==> src/rtl/mem_wb_pipe.sv <==
// mem_wb_pipe: MEM->WB pipeline register for the multi-issue core.
//
// Captures NUM_CH retiring write-back channels plus one HI/LO write and one LLbit write.
// Honours the shared stall/flush protocol and drops r0 writes. When two channels in the
// same beat write the same register, only the youngest (highest-index) write is kept.
// Also counts retired instructions and inserted bubbles.
//
// Ports:
//   clk, rst           clock; synchronous active-high reset
//   stall              per-stage stall vector; bit STAGE_IDX is ours, STAGE_IDX+1 is WB's
//   flush              exception flush; clears the payload
//   mem_*              MEM-stage payload (channel i at [i*W +: W] in packed vectors)
//   wb_*               registered, conflict-resolved payload towards the WB writers
//   retire_cnt         instructions retired through this stage (wraps)
//   bubble_cnt         bubbles inserted by this stage (saturates)
module mem_wb_pipe #(
   parameter int unsigned NUM_CH    = 2,
   parameter int unsigned DATA_W    = 32,
   parameter int unsigned ADDR_W    = 5,
   parameter int unsigned STALL_W   = 6,
   parameter int unsigned STAGE_IDX = 4
) (
   input  logic                     clk,
   input  logic                     rst,
   input  logic [STALL_W-1:0]       stall,
   input  logic                     flush,
   input  logic [NUM_CH-1:0]        mem_valid,
   input  logic [NUM_CH*ADDR_W-1:0] mem_wd,
   input  logic [NUM_CH-1:0]        mem_wreg,
   input  logic [NUM_CH*DATA_W-1:0] mem_wdata,
   input  logic                     mem_whilo,
   input  logic [DATA_W-1:0]        mem_hi,
   input  logic [DATA_W-1:0]        mem_lo,
   input  logic                     mem_llbit_we,
   input  logic                     mem_llbit_value,
   output logic [NUM_CH-1:0]        wb_valid,
   output logic [NUM_CH*ADDR_W-1:0] wb_wd,
   output logic [NUM_CH-1:0]        wb_wreg,
   output logic [NUM_CH*DATA_W-1:0] wb_wdata,
   output logic                     wb_whilo,
   output logic [DATA_W-1:0]        wb_hi,
   output logic [DATA_W-1:0]        wb_lo,
   output logic                     wb_llbit_we,
   output logic                     wb_llbit_value,
   output logic [63:0]              retire_cnt,
   output logic [31:0]              bubble_cnt
);

   if (NUM_CH < 1 || NUM_CH > 4) begin : g_bad_num_ch
      $fatal(1, "mem_wb_pipe: NUM_CH must be in 1..4");
   end
   if (STAGE_IDX >= STALL_W) begin : g_bad_stage_idx
      $fatal(1, "mem_wb_pipe: STAGE_IDX must be below STALL_W");
   end

   // Zero-extend so the last stage sees an always-clear "next stage" stall bit.
   logic [STALL_W:0] stall_ext;
   logic             stall_here;
   logic             stall_next;
   logic             unused_stall;

   assign stall_ext    = {1'b0, stall};
   assign stall_here   = stall_ext[STAGE_IDX];
   assign stall_next   = stall_ext[STAGE_IDX+1];
   assign unused_stall = ^stall;

   logic [NUM_CH-1:0] qual;
   logic [NUM_CH-1:0] wreg_res;
   logic [2:0]        n_valid;

   always_comb begin
      qual    = '0;
      n_valid = '0;
      for (int i = 0; i < NUM_CH; i++) begin
         qual[i] = mem_wreg[i] & mem_valid[i] & (mem_wd[i*ADDR_W +: ADDR_W] != '0);
         n_valid = n_valid + 3'(mem_valid[i]);
      end
      // A younger channel writing the same register shadows every older one.
      wreg_res = qual;
      for (int i = 0; i < NUM_CH; i++) begin
         for (int j = i + 1; j < NUM_CH; j++) begin
            if (qual[j] && (mem_wd[j*ADDR_W +: ADDR_W] == mem_wd[i*ADDR_W +: ADDR_W])) begin
               wreg_res[i] = 1'b0;
            end
         end
      end
   end

   logic [NUM_CH-1:0]        valid_q, valid_d;
   logic [NUM_CH*ADDR_W-1:0] wd_q, wd_d;
   logic [NUM_CH-1:0]        wreg_q, wreg_d;
   logic [NUM_CH*DATA_W-1:0] wdata_q, wdata_d;
   logic                     whilo_q, whilo_d;
   logic [DATA_W-1:0]        hi_q, hi_d;
   logic [DATA_W-1:0]        lo_q, lo_d;
   logic                     llbit_we_q, llbit_we_d;
   logic                     llbit_value_q, llbit_value_d;
   logic [63:0]              retire_cnt_q, retire_cnt_d;
   logic [31:0]              bubble_cnt_q, bubble_cnt_d;

   logic do_clear;
   logic do_bubble;
   logic do_capture;

   assign do_bubble  = ~flush & stall_here & ~stall_next;
   assign do_clear   = flush | do_bubble;
   assign do_capture = ~flush & ~stall_here;

   always_comb begin
      // Default is hold.
      valid_d       = valid_q;
      wd_d          = wd_q;
      wreg_d        = wreg_q;
      wdata_d       = wdata_q;
      whilo_d       = whilo_q;
      hi_d          = hi_q;
      lo_d          = lo_q;
      llbit_we_d    = llbit_we_q;
      llbit_value_d = llbit_value_q;
      retire_cnt_d  = retire_cnt_q;
      bubble_cnt_d  = bubble_cnt_q;

      if (do_clear) begin
         valid_d       = '0;
         wd_d          = '0;
         wreg_d        = '0;
         wdata_d       = '0;
         whilo_d       = 1'b0;
         hi_d          = '0;
         lo_d          = '0;
         llbit_we_d    = 1'b0;
         llbit_value_d = 1'b0;
      end else if (do_capture) begin
         valid_d       = mem_valid;
         wd_d          = mem_wd;
         wreg_d        = wreg_res;
         wdata_d       = mem_wdata;
         whilo_d       = mem_whilo;
         hi_d          = mem_hi;
         lo_d          = mem_lo;
         llbit_we_d    = mem_llbit_we;
         llbit_value_d = mem_llbit_value;
         retire_cnt_d  = retire_cnt_q + 64'(n_valid);
      end

      if (do_bubble && (bubble_cnt_q != 32'hFFFF_FFFF)) begin
         bubble_cnt_d = bubble_cnt_q + 32'd1;
      end
   end

   always_ff @(posedge clk) begin
      if (rst) begin
         valid_q       <= '0;
         wd_q          <= '0;
         wreg_q        <= '0;
         wdata_q       <= '0;
         whilo_q       <= 1'b0;
         hi_q          <= '0;
         lo_q          <= '0;
         llbit_we_q    <= 1'b0;
         llbit_value_q <= 1'b0;
         retire_cnt_q  <= '0;
         bubble_cnt_q  <= '0;
      end else begin
         valid_q       <= valid_d;
         wd_q          <= wd_d;
         wreg_q        <= wreg_d;
         wdata_q       <= wdata_d;
         whilo_q       <= whilo_d;
         hi_q          <= hi_d;
         lo_q          <= lo_d;
         llbit_we_q    <= llbit_we_d;
         llbit_value_q <= llbit_value_d;
         retire_cnt_q  <= retire_cnt_d;
         bubble_cnt_q  <= bubble_cnt_d;
      end
   end

   assign wb_valid       = valid_q;
   assign wb_wd          = wd_q;
   assign wb_wreg        = wreg_q;
   assign wb_wdata       = wdata_q;
   assign wb_whilo       = whilo_q;
   assign wb_hi          = hi_q;
   assign wb_lo          = lo_q;
   assign wb_llbit_we    = llbit_we_q;
   assign wb_llbit_value = llbit_value_q;
   assign retire_cnt     = retire_cnt_q;
   assign bubble_cnt     = bubble_cnt_q;

endmodule

==> config.mk <==
export PLATFORM = sky130hd
export DESIGN_NAME = mem_wb_pipe
export DESIGN_NICKNAME = d
export VERILOG_FILES = /design/src/rtl/mem_wb_pipe.sv
export SDC_FILE = /design/constraint.sdc
export NUM_CORES = 1
export LEC_CHECK = 0
export BUFFER_PORTS_ARGS = -buffer_cell sky130_fd_sc_hd__buf_2
export CAP_MARGIN = 20
export CORE_ASPECT_RATIO = 1.5
export CORE_MARGIN = 10
export CORE_UTILIZATION = 44
export CTS_BUF_LIST = sky130_fd_sc_hd__clkbuf_16
export DETAILED_ROUTE_END_ITERATION = 8
export HOLD_SLACK_MARGIN = 0.06
export PLACE_DENSITY = 0.85
export SLEW_MARGIN = 20
export SYNTH_ARGS = -nofsm -noshare
export SYNTH_HDL_FRONTEND = slang
export SYNTH_SLANG_ARGS = --single-unit
==> constraint.sdc <==
create_clock -name clk -period 3 [get_ports clk]
set_clock_uncertainty 0.2 [all_clocks]
set_input_delay 0.75 -clock clk [delete_from_list [all_inputs] [get_ports clk]]
set_output_delay 0.75 -clock clk [all_outputs]
set_load 0.01 [all_outputs]
== Yosys cells after proc, flatten, opt, wreduce, memory -nomap -nowiden ==
Cells that the tools add are included.

* Register bits: 241
* Input port bits: 154
* Output and inout port bits: 241
* Logic and storage cells: 35

* Add/sub/neg operators: 3
* Eq/ne operators: 2
* Mux-type cells: 1
* Bitwise gates (word level): 12
* Reduce and logical (&&, ||, !) cells: 6

{| class="wikitable"
|+ Operators by type and width
! kind !! count
|-
| adder 64 x 2 -> 64 bit || 1
|-
| adder 32 x 1 -> 32 bit (second input constant) || 1
|-
| != test 32 bit (second input constant) || 1
|-
| nonzero test 5 bit || 2
|-
| AND 1 bit || 7
|-
| == test 5 bit || 1
|-
| NOT 1 bit || 4
|-
| adder 1 x 1 -> 2 bit || 1
|-
| logical AND 1 bit || 2
|-
| AND reduction 2 bit || 1
|-
| OR reduction 2 bit || 1
|-
| 2-to-1 mux 1 bit || 1
|-
| OR 1 bit || 1
|}

== Depth between registers and ports, before layout ==
* Word-level depth: 6
* Gate-level depth with buffers: 10
* Gate-level depth less buffers: 9

== Worst setup path before layout ==
No wires, ideal clock.

* Kind: input port to flip-flop
* From: in mem_valid[0]
* To: reg retire_cnt_q[54], in the netlist retire_cnt[54]
* Library setup time: 0.070 ns
* Arrival: 2.744 ns
* Data required time: 2.730 ns
* Setup slack: -0.015 ns
* Cell stages on the path: 10
* Path buffers: 1
* Path through: inv_1 -> fa_1 -> inv_1 -> ha_1 -> nand4_1 -> nor4_4 -> nand4_1 -> clkbuf_1 -> or3_1 -> a21oi_1

* Word-level cells in the longest chain between the ends: 2

{| class="wikitable"
|+ Ends and longest elaborated chain
! item !! line !! text
|-
| start: declaration || 27 || <nowiki>input logic [NUM_CH-1:0] mem_valid,</nowiki>
|-
| adder 1 x 1 -> 2 bit || 76 || <nowiki>n_valid = n_valid + 3'(mem_valid[i]);</nowiki>
|-
| adder 64 x 2 -> 64 bit || 143 || <nowiki>retire_cnt_d = retire_cnt_q + 64'(n_valid);</nowiki>
|-
| end signal: assignment || 174 || <nowiki>retire_cnt_q <= retire_cnt_d;</nowiki>
|-
| end: declaration || 98 || <nowiki>logic [63:0] retire_cnt_q, retire_cnt_d;</nowiki>
|}

No other way between the ends.
A chain may end at the register's enable or synchronous reset.

== Final worst setup path ==
* From: in mem_valid[0]
* To: reg retire_cnt_q[60], in the netlist retire_cnt[60]

Same word-level chain as after synthesis.

==> impl_results.md <==
* Status: completed
* Yosys top cell area share at 0.499
* DRT Pass-1 Iters at 6
* TritonCTS Buffers at 24
* Total nets after synthesis at 1,353
* FMAX at 0.390 GHz
* # fillers at 1,885
* Initial antenna violation count at 10
* Crit Path Max Fanout at 6
* Arrival time at the worst endpoint at 2.81 ns
* Clock slew at reported path FFs at 0.06 ns
* GRT Overall Usage at 0.228
* Gpl congestion at 0.956
* Max_cap viols at 0
* Sink Count at 241
* Cells after synthesis at 1,196
* Worst Max-Slew Pin Slew at 0.704 ns
* Slew HR at 0.529
* Worst slack, placed at -0.0777 ns
* Area of the die at 0.0285 sq mm
* Worst r2r src: bubble_cnt[8]$_SDFFE_PP0P_
* Vias per std cell at 5.38
* Post-Syn Area per Cell at 8.09 sq um
* CTS Buffer Depth at 3
* CP startpoint kind: input pin
* M2 GR Usage at 0.392
* Nets@finish at 1,751
* Met1 Track Usage GR at 0.244
* H-tree Lvls at 1
* Final setup viols at 0
* Remaining global-route overflow at 0
* Share of flip-flops with an asynchronous set or reset at 0
* Die Span Y at 202 microns
* Max VDD drop at 708 uV
* Number of flops mapped to enable cells by yosys at 0
* Most frequent cells in the layout: buf_2 (390), nand2_1 (318), dfxtp_1 (241)
* CTS Hold Buffers Added at 0
* Ports at 395
* Critical Path End Type: flip-flop
* GRT Max-Usage Layer: met2
* Core box area at 0.0216 sq mm
* Number of setup buffers added after CTS at 0
* GRT met3 Usage at 0.0973
* Sequential fraction of the synthesis area at 0.499
* Synth Flop Type: dfxtp_1
* Synth-to-layout area growth at 35.0%
* Clk Latency, worst-skew pair at 0.52 ns
* Synth top area cells: dfxtp_1 (50%), nand2_1 (12%), a21oi_1 (9.6%)
* Crit Path Category: input pin to flip-flop
* Core Rows at 66
* Register bit total from synthesis at 241
* Power, Total at 6.79 mW
* Area of the multi-input gates at 0.00453 sq mm
* First-pass GRT wire length at 53,200 microns
* CTS-repair resized insts at 0
* Hold WS at 0.248 ns
* WL/cell at 18.3 microns
* Leak at 5.54 nW
* Fin crit share at 0.854
* PnR worst setup slack at 0.437 ns
* Remaining DRCs at 0
* DR vias at 10.1k
* Power Dens Cells at 520 mW/mm^2
* Initial drt markers at 506
* Synth cell types at 57
* Cell area after synthesis at 0.00968 sq mm
* TritonCTS clock tree: done
* Vias in the first global route at 9,866
* Proportion of layout cells with a drive suffix above 1 at 0.309
* Fin. Hold Viols at 0
* Hold_sp: wb_wdata[35]$_SDFFE_PP0P_
* Post-DRT Antenna Nets at 0
* Crit. Startpoint: mem_valid[0]
* Total area of sequential cells at 0.00482 sq mm
* Worst Path Required at 3.25 ns
* Hold Path Class: flip-flop to flip-flop
* Root Driver: clkbuf_16
* Initial core utilization at 0.447
* Final HPWL DP at 26,400 microns
* Die width at 141 microns
* Most common cell after layout, fill and taps aside: buf_2
* Post-synth top area cell: dfxtp_1
* RSZ-0062 raised after global routing: no
* Post-route minimum period at 2.56 ns
* Pins Over Slew Limit at 0
* Synth Warn # at 0
* Largest net degree at the start of global routing at 100
* Port bufs at 390
* Drt total wl at 34,500 microns
==> report_power, final <==
group          switching (mW)  total (mW)  leakage (nW)  internal (mW)
clock network            1.26        3.11         0.405           1.85
registers              0.0193        3.26          1.95           3.24
logic                   0.247       0.421          3.19          0.174
==> layer usage <==
layer | routed length (microns) | up-vias
li1 | - | 4909
met1 | 12400 | 4699
met2 | 16900 | 459
met3 | 4270 | 70
met4 | 867 | 12
met5 | 69 | -
==> kinds of logic (layout without fill, tap and decap cells) <==
| group | count (synthesis) | in the layout | share of synthesized area |
|---|---|---|---|
| and+or+nand+nor | 561 | 561 | 0.267 |
| AOI/OAI and AO/OA | 244 | 244 | 0.141 |
| DFF | 241 | 241 | 0.499 |
| buffers and inverters | 89 | 504 | 0.0359 |
| xor gates and xnor gates | 55 | 55 | 0.0498 |
| adders and majority gates | 3 | 3 | 0.00465 |
| muxes | 3 | 3 | 0.00375 |
| other | 0 | 4 | 0 |
==> worst max-delay path: stages <==
cell     delay, ns
buf_2         0.09
inv_1         0.05
fa_1          0.48
inv_1         0.10
ha_1          0.17
buf_4         0.11
and2_1        0.13
nand3_1       0.21
or4_1         0.57
a21oi_1       0.14
==> flip-flops by register name, indices dropped and copies added, names as in the netlist <==
name	flops
wb_lo	32
wb_valid	2
retire_cnt	64
wb_llbit_we	1
wb_llbit_value	1
wb_wreg	2
wb_hi	32
wb_wdata	64
wb_wd	10
wb_whilo	1
bubble_cnt	32
==> through the flow <==
step | util | instances | area [sq um] | TNS, ns
4_1_cts | 0.603 | 1883 | 13100 | 0
6_report | 0.604 | 1887 | 13100 | 0
5_1_grt | 0.604 | 1885 | 13100 | 0
2_1_floorplan | - | 1196 | 9680 | 0
3_3_place_gp | 0.566 | 1840 | 12200 | -0.333
3_5_place_dp | 0.566 | 1840 | 12200 | -0.653
==> cell usage after synthesis, types with 13 or more instances <==
cell / n
nor4_1: 13
or4_1: 23
or3_1: 22
o31ai_1: 17
inv_1: 16
xor2_1: 31
clkbuf_1: 61
nand2_1: 318
nand3_1: 43
nand4_1: 32
dfxtp_1: 241
o21ai_0: 21
xnor2_1: 24
a21oi_1: 186
nor2_1: 67
==> final timing paths <==
check,to,slack [ns],depth (start not counted)
hold reg to reg,wb_wdata[35]$_SDFFE_PP0P_,0.25,2
hold / removal,wb_wdata[35]$_SDFFE_PP0P_,0.25,2
setup / recovery,retire_cnt[60]$_SDFFE_PP0P_,0.44,10
setup reg to reg,bubble_cnt[25]$_SDFFE_PP0P_,0.45,7
==> final cells by class <==
type                    count  area share
clock buffers              25      0.0479
flip-flops and latches    241       0.369
multi-input cells         866       0.347
well taps                 272      0.0261
diodes                      4    0.000766
repair buffers            445       0.191
clock inverters            18      0.0143
inverters                  16     0.00460
Power figures use the tool's default switching activity.
